## src/rtl/quad_gen_pkg.sv

```systemverilog
// Shared definitions for the quadrature generator: FSM states, Gray table, direction codes.
package quad_gen_pkg;

  typedef enum logic [1:0] {
    ST_IDLE = 2'd0,
    ST_WAIT = 2'd1,
    ST_STEP = 2'd2,
    ST_DONE = 2'd3
  } state_t;

  localparam logic DIR_UP   = 1'b1;
  localparam logic DIR_DOWN = 1'b0;

  // {a,b} per phase, entry p at bits [2p+1:2p]: 0=00, 1=10, 2=11, 3=01
  localparam logic [7:0] GRAY_TABLE = {2'b01, 2'b11, 2'b10, 2'b00};

  function automatic logic [1:0] gray_code(input logic [1:0] phase);
    return GRAY_TABLE[{phase, 1'b0} +: 2];
  endfunction

  function automatic logic [1:0] next_phase(input logic [1:0] phase, input logic dir);
    return (dir == DIR_UP) ? phase + 2'd1 : phase - 2'd1;
  endfunction

endpackage

```

## src/rtl/quad_encoder_gen_if.sv

```systemverilog
// Step-command handshake between a command source (master) and the generator (slave).
interface quad_encoder_gen_if #(
  parameter int STEP_WIDTH = 8,
  parameter int DIV_WIDTH  = 16
);
  logic                  cmd_valid;
  logic                  cmd_ready;
  logic                  cmd_dir;
  logic [STEP_WIDTH-1:0] cmd_steps;
  logic [DIV_WIDTH-1:0]  cmd_half_period;

  modport master (
    output cmd_valid, cmd_dir, cmd_steps, cmd_half_period,
    input  cmd_ready
  );

  modport slave (
    input  cmd_valid, cmd_dir, cmd_steps, cmd_half_period,
    output cmd_ready
  );
endinterface

```

## src/rtl/quad_gen_timer.sv

```systemverilog
// Reloadable down-counter; tick_o is high while the count sits at zero.
module quad_gen_timer #(
  parameter int DIV_WIDTH = 16
) (
  input  logic                 clk,
  input  logic                 reset,
  input  logic                 load_i,
  input  logic [DIV_WIDTH-1:0] load_value_i,
  output logic [DIV_WIDTH-1:0] value_o,
  output logic                 tick_o
);

  logic [DIV_WIDTH-1:0] value_q;

  // Saturates at zero so an idle timer never wraps.
  always_ff @(posedge clk) begin
    if (reset) begin
      value_q <= '0;
    end else if (load_i) begin
      value_q <= load_value_i;
    end else if (value_q != '0) begin
      value_q <= value_q - DIV_WIDTH'(1);
    end
  end

  assign value_o = value_q;
  assign tick_o  = (value_q == '0);

endmodule

```

## src/rtl/quad_encoder_gen.sv

```systemverilog
// Quadrature A/B generator driven by step commands.
// Optional contact chatter on each transition when QUAD_GEN_BOUNCE_EN is defined.
module quad_encoder_gen
  import quad_gen_pkg::*;
#(
  parameter int STEP_WIDTH = 8,
  parameter int DIV_WIDTH  = 16,
  parameter int BOUNCE_LEN = 2
) (
  input  logic               clk,
  input  logic               reset,
  quad_encoder_gen_if.slave  cmd,
  output logic               a,
  output logic               b,
  output logic               busy,
  output logic               done
);

  state_t                state_q;
  logic [1:0]            phase_q;
  logic                  dir_q;
  logic [STEP_WIDTH-1:0] steps_left_q;
  logic [DIV_WIDTH-1:0]  hp_m1_q;
  logic                  ready_q;
  logic                  done_q;
  logic                  a_q;
  logic                  b_q;

  logic                  accept;
  logic                  do_step;
  logic [1:0]            phase_d;
  logic [1:0]            ab_cur;
  logic [1:0]            ab_next;
  logic [DIV_WIDTH-1:0]  hp_eff;
  logic [DIV_WIDTH-1:0]  accept_reload;
  logic                  timer_load;
  logic [DIV_WIDTH-1:0]  timer_load_value;
  logic [DIV_WIDTH-1:0]  timer_value;
  logic                  timer_tick;

  always_comb begin
    accept           = cmd.cmd_valid & ready_q;
    hp_eff           = (cmd.cmd_half_period == '0) ? DIV_WIDTH'(1) : cmd.cmd_half_period;
    accept_reload    = hp_eff - DIV_WIDTH'(1);
    do_step          = ((state_q == ST_WAIT) || (state_q == ST_STEP)) &&
                       timer_tick && (steps_left_q != '0);
    phase_d          = next_phase(phase_q, dir_q);
    ab_cur           = gray_code(phase_q);
    ab_next          = gray_code(phase_d);
    timer_load       = accept | do_step;
    timer_load_value = accept ? accept_reload : hp_m1_q;
  end

  quad_gen_timer #(
    .DIV_WIDTH (DIV_WIDTH)
  ) u_timer (
    .clk          (clk),
    .reset        (reset),
    .load_i       (timer_load),
    .load_value_i (timer_load_value),
    .value_o      (timer_value),
    .tick_o       (timer_tick)
  );

  // STEP marks the cycle after a transition; reaching it with no steps left
  // (including a zero-step command) leads to DONE one cycle later.
  always_ff @(posedge clk) begin
    if (reset) begin
      state_q      <= ST_IDLE;
      phase_q      <= 2'd0;
      dir_q        <= DIR_DOWN;
      steps_left_q <= '0;
      hp_m1_q      <= '0;
      ready_q      <= 1'b1;
      done_q       <= 1'b0;
    end else begin
      done_q <= 1'b0;
      case (state_q)
        ST_IDLE, ST_DONE: begin
          if (accept) begin
            dir_q        <= cmd.cmd_dir;
            steps_left_q <= cmd.cmd_steps;
            hp_m1_q      <= accept_reload;
            ready_q      <= 1'b0;
            state_q      <= (cmd.cmd_steps == '0) ? ST_STEP : ST_WAIT;
          end else begin
            state_q <= ST_IDLE;
          end
        end
        ST_WAIT, ST_STEP: begin
          if (do_step) begin
            phase_q      <= phase_d;
            steps_left_q <= steps_left_q - STEP_WIDTH'(1);
            state_q      <= ST_STEP;
          end else if ((state_q == ST_STEP) && (steps_left_q == '0)) begin
            state_q <= ST_DONE;
            done_q  <= 1'b1;
            ready_q <= 1'b1;
          end else begin
            state_q <= ST_WAIT;
          end
        end
        default: state_q <= ST_IDLE;
      endcase
    end
  end

`ifdef QUAD_GEN_BOUNCE_EN
  localparam int CHAT_W = $clog2(2 * BOUNCE_LEN + 2);

  logic [CHAT_W-1:0] chat_cnt_q;
  logic              chat_on_a_q;

  // A new transition rewrites both lines from the table, cutting any chatter short.
  always_ff @(posedge clk) begin
    if (reset) begin
      a_q         <= 1'b0;
      b_q         <= 1'b0;
      chat_cnt_q  <= '0;
      chat_on_a_q <= 1'b0;
    end else if (do_step) begin
      {a_q, b_q}  <= ab_next;
      chat_cnt_q  <= CHAT_W'(2 * BOUNCE_LEN);
      chat_on_a_q <= ab_next[1] ^ ab_cur[1];
    end else if (chat_cnt_q != '0) begin
      if (chat_on_a_q) begin
        a_q <= ~a_q;
      end else begin
        b_q <= ~b_q;
      end
      chat_cnt_q <= chat_cnt_q - CHAT_W'(1);
    end
  end
`else
  logic unused_ab_cur;
  assign unused_ab_cur = ^ab_cur;

  always_ff @(posedge clk) begin
    if (reset) begin
      a_q <= 1'b0;
      b_q <= 1'b0;
    end else if (do_step) begin
      {a_q, b_q} <= ab_next;
    end
  end
`endif

  logic unused_timer_value;
  assign unused_timer_value = ^timer_value;

  assign cmd.cmd_ready = ready_q;
  assign busy          = ~ready_q;
  assign done          = done_q;
  assign a             = a_q;
  assign b             = b_q;

endmodule

```

## src/flat_wrapper.sv

```systemverilog
// flat-port wrapper written by rule: the top's interface ports become plain ports
module quad_encoder_gen_flat import quad_gen_pkg::*;
#(
  parameter int STEP_WIDTH = 8,
  parameter int DIV_WIDTH  = 16,
  parameter int BOUNCE_LEN = 2
)
  (clk, reset, a, b, busy, done, cmd_cmd_valid, cmd_cmd_dir, cmd_cmd_steps, cmd_cmd_half_period, cmd_cmd_ready);
  quad_encoder_gen_if #(.STEP_WIDTH(STEP_WIDTH), .DIV_WIDTH(DIV_WIDTH)) cmd_i ();
  input  logic clk;
  input  logic reset;
  output logic a;
  output logic b;
  output logic busy;
  output logic done;
  input wire logic [$bits(cmd_i.cmd_valid)-1:0] cmd_cmd_valid;
  input wire logic [$bits(cmd_i.cmd_dir)-1:0] cmd_cmd_dir;
  input wire logic [$bits(cmd_i.cmd_steps)-1:0] cmd_cmd_steps;
  input wire logic [$bits(cmd_i.cmd_half_period)-1:0] cmd_cmd_half_period;
  output wire logic [$bits(cmd_i.cmd_ready)-1:0] cmd_cmd_ready;
  assign cmd_i.cmd_valid = cmd_cmd_valid;
  assign cmd_i.cmd_dir = cmd_cmd_dir;
  assign cmd_i.cmd_steps = cmd_cmd_steps;
  assign cmd_i.cmd_half_period = cmd_cmd_half_period;
  assign cmd_cmd_ready = cmd_i.cmd_ready;
  quad_encoder_gen #(.STEP_WIDTH(STEP_WIDTH), .DIV_WIDTH(DIV_WIDTH), .BOUNCE_LEN(BOUNCE_LEN)) u_core (.clk(clk), .reset(reset), .cmd(cmd_i), .a(a), .b(b), .busy(busy), .done(done));
endmodule
```

## config.mk

```make
export PLATFORM = sky130hd
export DESIGN_NAME = quad_encoder_gen_flat
export DESIGN_NICKNAME = d
export VERILOG_FILES = /design/src/rtl/quad_gen_pkg.sv /design/src/rtl/quad_encoder_gen_if.sv /design/src/rtl/quad_gen_timer.sv /design/src/rtl/quad_encoder_gen.sv /design/src/flat_wrapper.sv
export SDC_FILE = /design/constraint.sdc
export NUM_CORES = 1
export LEC_CHECK = 0
export CAP_MARGIN = 5
export CELL_PAD_IN_SITES_DETAIL_PLACEMENT = 1
export CELL_PAD_IN_SITES_GLOBAL_PLACEMENT = 1
export CORE_MARGIN = 2
export CORE_UTILIZATION = 42
export CTS_BUF_LIST = sky130_fd_sc_hd__clkbuf_8 sky130_fd_sc_hd__clkbuf_16
export DETAILED_ROUTE_END_ITERATION = 10
export PLACE_DENSITY = 0.9
export SYNTH_ARGS = -nofsm -noshare
export SYNTH_HDL_FRONTEND = slang
export SYNTH_HIERARCHICAL = 1
export SYNTH_SLANG_ARGS = --single-unit
```

## constraint.sdc

```tcl
create_clock -name clk -period 5.15 [get_ports clk]
set_clock_uncertainty 0.15 [all_clocks]
set_input_delay 1.03 -clock clk [delete_from_list [all_inputs] [get_ports clk]]
set_output_delay 1.03 -clock clk [all_outputs]
set_load 0.02 [all_outputs]
```

==> results.cfg, run 1 <==
[routing]
drt-vias-per-instance = 6.19
detailedRoute.firstIterationViolations = 184
route.antenna.remaining_nets = 0
drt_wl_total_um = 8560
drt_pre_antenna_iters = 4
post_drt_wl_per_cell_um = 18.1
detailed_route_via_count = 2922
drc_errors = 0

[setup_path]
worst_setup_path_endpoint = u_core/u_timer/value_o[14]
path_class = in2reg
rr_endpoint = u_core/u_timer/value_o[13]
critical_path.startpoint = cmd_cmd_half_period[8]
critPathCaptureType = register
worstReg2RegStart = u_core/u_timer/value_o[0]
critical_path.startpoint_type = input pin
arrival_ns = 4.30
r2r_setup_slack_ns = 1.06
reg2regPathDepth = 14
path_max_fanout = 7
worstPathRequired_ns = 5.20

[floorplan]
fp.dieArea_um2 = 7570
ios = 33
chipWidth_um = 87.0
std_cell_rows = 30
fp.coreArea_um2 = 6720
start_util = 0.431
die_y_um = 87.0

[synth]
yosys_most_used_dff = sky130_fd_sc_hd__dfxtp_1
post_synthesis_cells = 368
number_of_enable_flip_flop_cells_after_synthesis = 0
mappedNetlistArea_um2 = 2890
yosysWarningCount = 6
synth.net_count = 401
synth_area_per_cell_um2 = 7.86
synth.ff_latch_count = 49
synth_seq_area_share = 0.339
cell_variety_after_synth = 59
async_flop_share = 0

[clocking]
clk_pin_slew_worst_paths_ns = 0.11
cts.repair_timing.setup_buffer_count = 0
ctsLongestPathBuffers = 2
cts-hold-fix-buffers = 0
cts-htree-levels = 2
clk_root_buffer_cell = sky130_fd_sc_hd__clkbuf_8
cts_repair_resize_count = 0
cts_inserted_buffers = 5
later_pin_clock_latency_in_the_skew_report_ns = 0.31
clock_sink_count = 49
tritoncts = done

[global_route]
globalRoute.totalOverflow = 0
wire_length_of_the_first_global_routing_pass_um = 14000
vias_in_the_first_global_route = 2888
maximum_number_of_pins_on_one_net_before_global_route_repair = 26
antenna_found_initial = 0
grt_util_all_layers = 0.233

[place]
globalplace.congestion = 0.888
post-place-ws_ns = 0.663
hpwl_um = 6260
count_of_buffers_inserted_at_the_top_level_ports = 32

[power_and_ir_drop]
report.power.total_uw = 1700
vdd_ir_drop_max_mv = 0.172
power_density_nw_per_um2 = 505
cellLeakagePower_uw = 0.00114

[timing]
max_slew_margin = 0.291
post-route-worst-setup-slack_ns = 0.904
timing.final.hold_violations = 0
unrepaired_setup_endpoints_after_global_routing = no
timing.fmax_mhz = 235
max_slew.worst_pin.slew_ns = 1.05
period_minus_slack_ns = 4.25
sum_of_negative_setup_slack_ns = 0
min_period_over_period = 0.825
final_setup_vio_count = 0
report.final.slew_viol_count = 0

[final_layout]
multi_input_comb_area_um2 = 1790
post_route_cells_drive_above_1_share = 0.0714
nFillCells = 821
ff_latch_area_um2 = 981
layout-area-overhead-vs-synth_pct = 16.6
layout.nets = 424
n_antenna_cell = 0

[outcome]
run_status = completed

[min_path]
worst_hold_path_type = reg2reg

[job]
cap_violations = 0
state kept, by name, summed over array words and instances, names as in the netlist:
register                count
u_core/state_q              2
u_core/a                    1
u_core/steps_left_q         8
u_core/b                    1
u_core/hp_m1_q             16
u_core/phase_q              2
u_core/dir_q                1
u_core/cmd.cmd_ready        1
u_core/done                 1
u_core/u_timer/value_o     16
area by class of cell:
type	instances	share of cell area
Tap cell	80	0.0297
Clock buffer	5	0.0204
Clock inverter	3	0.0141
Multi-Input combinational cell	288	0.529
Inverter	11	0.0122
Sequential cell	49	0.291
Timing Repair Buffer	36	0.104
cell usage after synthesis, types with 2 or more instances:
cell                       count  area share
sky130_fd_sc_hd__a211oi_1      8       0.021
sky130_fd_sc_hd__a21o_1        3      0.0078
sky130_fd_sc_hd__a21oi_1      18       0.031
sky130_fd_sc_hd__a221oi_1      4       0.012
sky130_fd_sc_hd__a311oi_1      2      0.0061
sky130_fd_sc_hd__a31o_2        2      0.0061
sky130_fd_sc_hd__a31oi_1      17       0.037
sky130_fd_sc_hd__and3_1        4      0.0086
sky130_fd_sc_hd__buf_2         2      0.0035
sky130_fd_sc_hd__clkbuf_1     16       0.021
sky130_fd_sc_hd__dfxtp_1      49        0.34
sky130_fd_sc_hd__ha_1          5       0.022
sky130_fd_sc_hd__inv_1        11       0.014
sky130_fd_sc_hd__nand2_1      46       0.060
sky130_fd_sc_hd__nand2b_1      2      0.0043
sky130_fd_sc_hd__nand3_1      13       0.022
sky130_fd_sc_hd__nand4_1       3      0.0065
sky130_fd_sc_hd__nor2_1       28       0.036
sky130_fd_sc_hd__nor2b_1       2      0.0043
sky130_fd_sc_hd__nor3_1       14       0.024
sky130_fd_sc_hd__nor3b_1       3      0.0078
sky130_fd_sc_hd__nor4_1        8       0.017
sky130_fd_sc_hd__nor4_4        3       0.022
sky130_fd_sc_hd__o211ai_1      2      0.0052
sky130_fd_sc_hd__o21ai_0      31       0.054
sky130_fd_sc_hd__o21ai_1       3      0.0052
sky130_fd_sc_hd__o311ai_0      3      0.0091
sky130_fd_sc_hd__o31ai_1       5       0.013
sky130_fd_sc_hd__or3_1         5       0.011
sky130_fd_sc_hd__or4_1         6       0.016
sky130_fd_sc_hd__or4_2         2      0.0061
sky130_fd_sc_hd__or4_4         3       0.012
sky130_fd_sc_hd__xnor2_1      12       0.036
sky130_fd_sc_hd__xor2_1        8       0.024
placed cells by master (no fill, tap or decap), types with 6 or more instances in the layout:
cell type	synthesis	layout
sky130_fd_sc_hd__nor2_1	28	28
sky130_fd_sc_hd__clkdlybuf4s50_1	0	32
sky130_fd_sc_hd__inv_1	11	11
sky130_fd_sc_hd__nand2_1	46	46
sky130_fd_sc_hd__xor2_1	8	8
sky130_fd_sc_hd__xnor2_1	12	12
sky130_fd_sc_hd__nand3_1	13	13
sky130_fd_sc_hd__or4_1	6	6
sky130_fd_sc_hd__a21oi_1	18	18
sky130_fd_sc_hd__a31oi_1	17	17
sky130_fd_sc_hd__nor4_1	8	8
sky130_fd_sc_hd__dfxtp_1	49	49
sky130_fd_sc_hd__a211oi_1	8	8
sky130_fd_sc_hd__nor3_1	14	14
sky130_fd_sc_hd__o21ai_0	31	31
metrics by stage:
stage	utilization	instance area [um2]	hold WS, ns	instances
4_1_cts	0.502	3380	0.324	472
5_1_grt	0.502	3380	0.363	472
6_report	0.502	3380	0.323	472
3_3_place_gp	0.485	3260	0.297	464
2_1_floorplan	-	2890	0.287	368
3_5_place_dp	0.485	3260	0.308	464
cells by family (layout without fill, tap and decap cells):
| family | count (synthesis) | in the layout | synth area share |
|---|---|---|---|
| and+or+nand+nor | 152 | 152 | 0.287 |
| AOI/OAI and AO/OA | 110 | 110 | 0.245 |
| DFF | 49 | 49 | 0.339 |
| buffers and inverters | 31 | 55 | 0.0437 |
| xor gates and xnor gates | 20 | 20 | 0.0605 |
| adders and majority gates | 5 | 5 | 0.0216 |
| muxes | 1 | 1 | 0.00389 |
where the power goes:
| part | switching [uW] | internal [uW] |
|---|---|---|
| logic | 490 | 339 |
| registers | 106 | 479 |
| clock network | 142 | 148 |
per-layer routing:
layer / GRT usage / part of all wire / vias to the layer above
li1: - / - / 1414
met5: 0 / 0 / -
met3: 0.0332 / 0.031 / 9
met2: 0.394 / 0.49 / 61
met1: 0.309 / 0.47 / 1438
met4: 0.0682 / 0.010 / 0
worst max-delay path, stage by stage:
cell and delay (ns):
sky130_fd_sc_hd__clkdlybuf4s50_1 0.59, sky130_fd_sc_hd__nor4_2 0.12, sky130_fd_sc_hd__and2_0 0.26, sky130_fd_sc_hd__a31oi_1 0.31
sky130_fd_sc_hd__ha_1 0.25, sky130_fd_sc_hd__nor3b_1 0.62, sky130_fd_sc_hd__nand4_1 0.19, sky130_fd_sc_hd__xor2_1 0.23
sky130_fd_sc_hd__o21ai_0 0.14, sky130_fd_sc_hd__a221oi_1 0.32, sky130_fd_sc_hd__and4b_1 0.23
worst min-delay path by stage:
stage                       start                  to  slack [ns]  cells past startpoint
6_report       u_core/hp_m1_q[15]  u_core/hp_m1_q[15]        0.32                      2
3_5_place_dp   u_core/hp_m1_q[15]  u_core/hp_m1_q[15]        0.31                      2
3_3_place_gp   u_core/hp_m1_q[15]  u_core/hp_m1_q[15]        0.30                      2
4_1_cts        u_core/hp_m1_q[15]  u_core/hp_m1_q[15]        0.32                      2
5_1_grt        u_core/hp_m1_q[15]  u_core/hp_m1_q[15]        0.36                      2
2_1_floorplan  u_core/hp_m1_q[15]  u_core/hp_m1_q[15]        0.29                      2
Power figures use the tool's default switching activity.
==> run 2: changes to the inputs <==
--- a/config.mk
+++ b/config.mk
@@ -9,10 +9,10 @@
 export CELL_PAD_IN_SITES_DETAIL_PLACEMENT = 1
 export CELL_PAD_IN_SITES_GLOBAL_PLACEMENT = 1
 export CORE_MARGIN = 2
-export CORE_UTILIZATION = 42
+export CORE_UTILIZATION = 38
 export CTS_BUF_LIST = sky130_fd_sc_hd__clkbuf_8 sky130_fd_sc_hd__clkbuf_16
 export DETAILED_ROUTE_END_ITERATION = 10
-export PLACE_DENSITY = 0.9
+export PLACE_DENSITY = 0.87
 export SYNTH_ARGS = -nofsm -noshare
 export SYNTH_HDL_FRONTEND = slang
 export SYNTH_HIERARCHICAL = 1
==> constraint.sdc (replaced) <==
create_clock -name clk -period 3.5 [get_ports clk]
set_clock_uncertainty 0.15 [all_clocks]
set_input_delay 0.7 -clock clk [delete_from_list [all_inputs] [get_ports clk]]
set_output_delay 0.7 -clock clk [all_outputs]
set_load 0.02 [all_outputs]
==> run 2 against run 1 <==
Compared with the run above: count of clock-buffer cells in the layout is the same; sequential power grew 48%; die area grew 10%; sequential cell count is the same; critical path depth grew 2; critical path type is now reg2reg; critical endpoint is now u_core/u_timer/value_o[15]; highest routed layer unchanged.
==> results.cfg, run 2 (synthesized netlist as in run 1, its figures left out) <==
[global_route]
vias_in_the_first_global_route = 3098
grt_util_all_layers = 0.220
maximum_number_of_pins_on_one_net_before_global_route_repair = 22
met1_usage = 0.264
global_route.usage.met3 = 0.0207
wire_length_of_the_first_global_routing_pass_um = 15000
globalRoute.totalOverflow = 0
grtUsageMet2 = 0.407
globalRoute.busiestLayer = met2
antenna_found_initial = 0

[final_layout]
layout.nets = 445
final-instance-count-excl-fill = 512
finalInstanceArea_um2 = 3540
n_antenna_cell = 0
nFillCells = 897
layout_commonest_cell = sky130_fd_sc_hd__dfxtp_1
layout_common_cells = sky130_fd_sc_hd__dfxtp_1 (49), sky130_fd_sc_hd__nand2_1 (46), sky130_fd_sc_hd__clkdlybuf4s50_1 (32), sky130_fd_sc_hd__o21ai_0 (31), sky130_fd_sc_hd__nor2_1 (27)
multi_input_comb_area_um2 = 1800
ff_latch_area_um2 = 981
layout-area-overhead-vs-synth_pct = 22.4
post_route_cells_drive_above_1_share = 0.121

[timing]
min_period_over_period = 0.963
period_minus_slack_ns = 3.37
timing.final.hold_violations = 0
max_slew_margin = 0.320
final_setup_vio_count = 0
max_slew.worst_pin.slew_ns = 1.01
unrepaired_setup_endpoints_after_global_routing = no
timing.fmax_mhz = 297
report.final.slew_viol_count = 0

[setup_path]
r2r_setup_slack_ns = 0.13
critical_path.startpoint = u_core/u_timer/value_o[0]
critPathCaptureType = register
crit_slowest_cell = sky130_fd_sc_hd__or4_4
critical_path.startpoint_type = register
cp_slowest_stage_delay_ns = 0.59
crit_chain = inv_1 > ha_1 > or3b_2 > or4_4 > nor2_4 > nand2b_2 > a21o_1 > nand2_1 > buf_4 > nor2_1 > a21oi_1 > a31oi_1 > and3_1
worstPathRequired_ns = 3.55
path_class = reg2reg
worst_setup_path_endpoint = u_core/u_timer/value_o[15]
path_max_fanout = 14
worstReg2RegStart = u_core/u_timer/value_o[0]
reg2regPathDepth = 13
worst-path-stages = 13
timing.critical_path.buf_inv = 2
rr_endpoint = u_core/u_timer/value_o[15]
arrival_ns = 3.42
critical_path.top_delay_family = simple AND/OR/NAND/NOR gates

[place]
globalplace.congestion = 0.893
count_of_buffers_inserted_at_the_top_level_ports = 32
cell_count_after_placement = 504
hpwl_um = 6670
standard_cell_area_after_detailed_placement_um2 = 3440

[power_and_ir_drop]
power_density_nw_per_um2 = 705
cellLeakagePower_uw = 0.00124
vdd_ir_drop_max_mv = 0.255

[routing]
detailedRoute.firstIterationViolations = 200
detailed_route_via_count = 3093
drc_errors = 0
drt-vias-per-instance = 6.04
drt_wl_total_um = 9110
post_drt_wl_per_cell_um = 17.8
route.antenna.remaining_nets = 0
drt_pre_antenna_iters = 5

[min_path]
worst_hold_path_type = reg2reg

[job]
cap_violations = 0

[floorplan]
start_util = 0.395
ios = 33
std_cell_rows = 31
chipWidth_um = 91.3
die_y_um = 91.3
fp.dieArea_um2 = 8330
fp.coreArea_um2 = 7330

[clocking]
later_pin_clock_latency_in_the_skew_report_ns = 0.30
cts.repair_timing.setup_buffer_count = 0
ctsLongestPathBuffers = 2
clk_root_buffer_cell = sky130_fd_sc_hd__clkbuf_8
cts-htree-levels = 2
clk_pin_slew_worst_paths_ns = 0.09
tritoncts = done
cts_inserted_buffers = 5
clock_sink_count = 49

[outcome]
run_status = completed
run 2: cell type report:
cell class / count / area share
inverter: 11 / 0.0117
clock inverter: 3 / 0.00424
tap: 99 / 0.0350
timing repair buffer: 57 / 0.143
sequential: 49 / 0.277
clock buffer: 5 / 0.0194
multi-input combinational: 288 / 0.509
run 2: worst min path at each step:
stage	start	end	slack (ns)	cells past startpoint
after global routing	u_core/hp_m1_q[15]	u_core/hp_m1_q[15]	0.37	2
after floorplan	u_core/hp_m1_q[15]	u_core/hp_m1_q[15]	0.29	2
after CTS	u_core/hp_m1_q[15]	u_core/hp_m1_q[15]	0.36	2
final	u_core/b	u_core/b	0.36	2
after global placement	u_core/hp_m1_q[15]	u_core/hp_m1_q[15]	0.30	2
after detailed placement	u_core/hp_m1_q[15]	u_core/hp_m1_q[15]	0.32	2
run 2: layer usage:
metal / part of all wire / wire length [um]
met5: 0 / 0
met4: 0.012 / 109
met3: 0.041 / 376
met2: 0.52 / 4720
met1: 0.43 / 3900
run 2: worst register-to-register path, cell delays in order (launching register included):
cell and delay, ns:
sky130_fd_sc_hd__dfxtp_1 0.34, sky130_fd_sc_hd__inv_1 0.09, sky130_fd_sc_hd__ha_1 0.21, sky130_fd_sc_hd__or3b_2 0.47, sky130_fd_sc_hd__or4_4 0.60, sky130_fd_sc_hd__nor2_4 0.15, sky130_fd_sc_hd__nand2b_2 0.13, sky130_fd_sc_hd__a21o_1 0.19
sky130_fd_sc_hd__nand2_1 0.09, sky130_fd_sc_hd__buf_4 0.21, sky130_fd_sc_hd__nor2_1 0.15, sky130_fd_sc_hd__a21oi_1 0.20, sky130_fd_sc_hd__a31oi_1 0.06, sky130_fd_sc_hd__and3_1 0.24
run 2: metrics by stage:
stage	setup TNS (ns)	power (uW)	hold WS (ns)	utilization	worst slack [ns]
2_1_floorplan	0	1770	0.287	-	0.0546
3_3_place_gp	0	2060	0.296	0.470	0.123
3_5_place_dp	-0.0892	2120	0.324	0.470	-0.0892
4_1_cts	0	2470	0.356	0.482	0.0168
5_1_grt	0	2670	0.372	0.483	0.0118
6_report	0	2500	0.358	0.483	0.131
run 2: power by group:
part | switching [uW] | internal (uW)
logic | 749 | 556
clock network | 193 | 136
registers | 158 | 705
total | 1100 | 1400
run 2: repair_timing:
| item | CTS | global route |
|---|---|---|
| gates resized for setup | 1 | 3 |
| endpoints found under the setup margin | 1 | 10 |
| hold buffers | 0 | 0 |
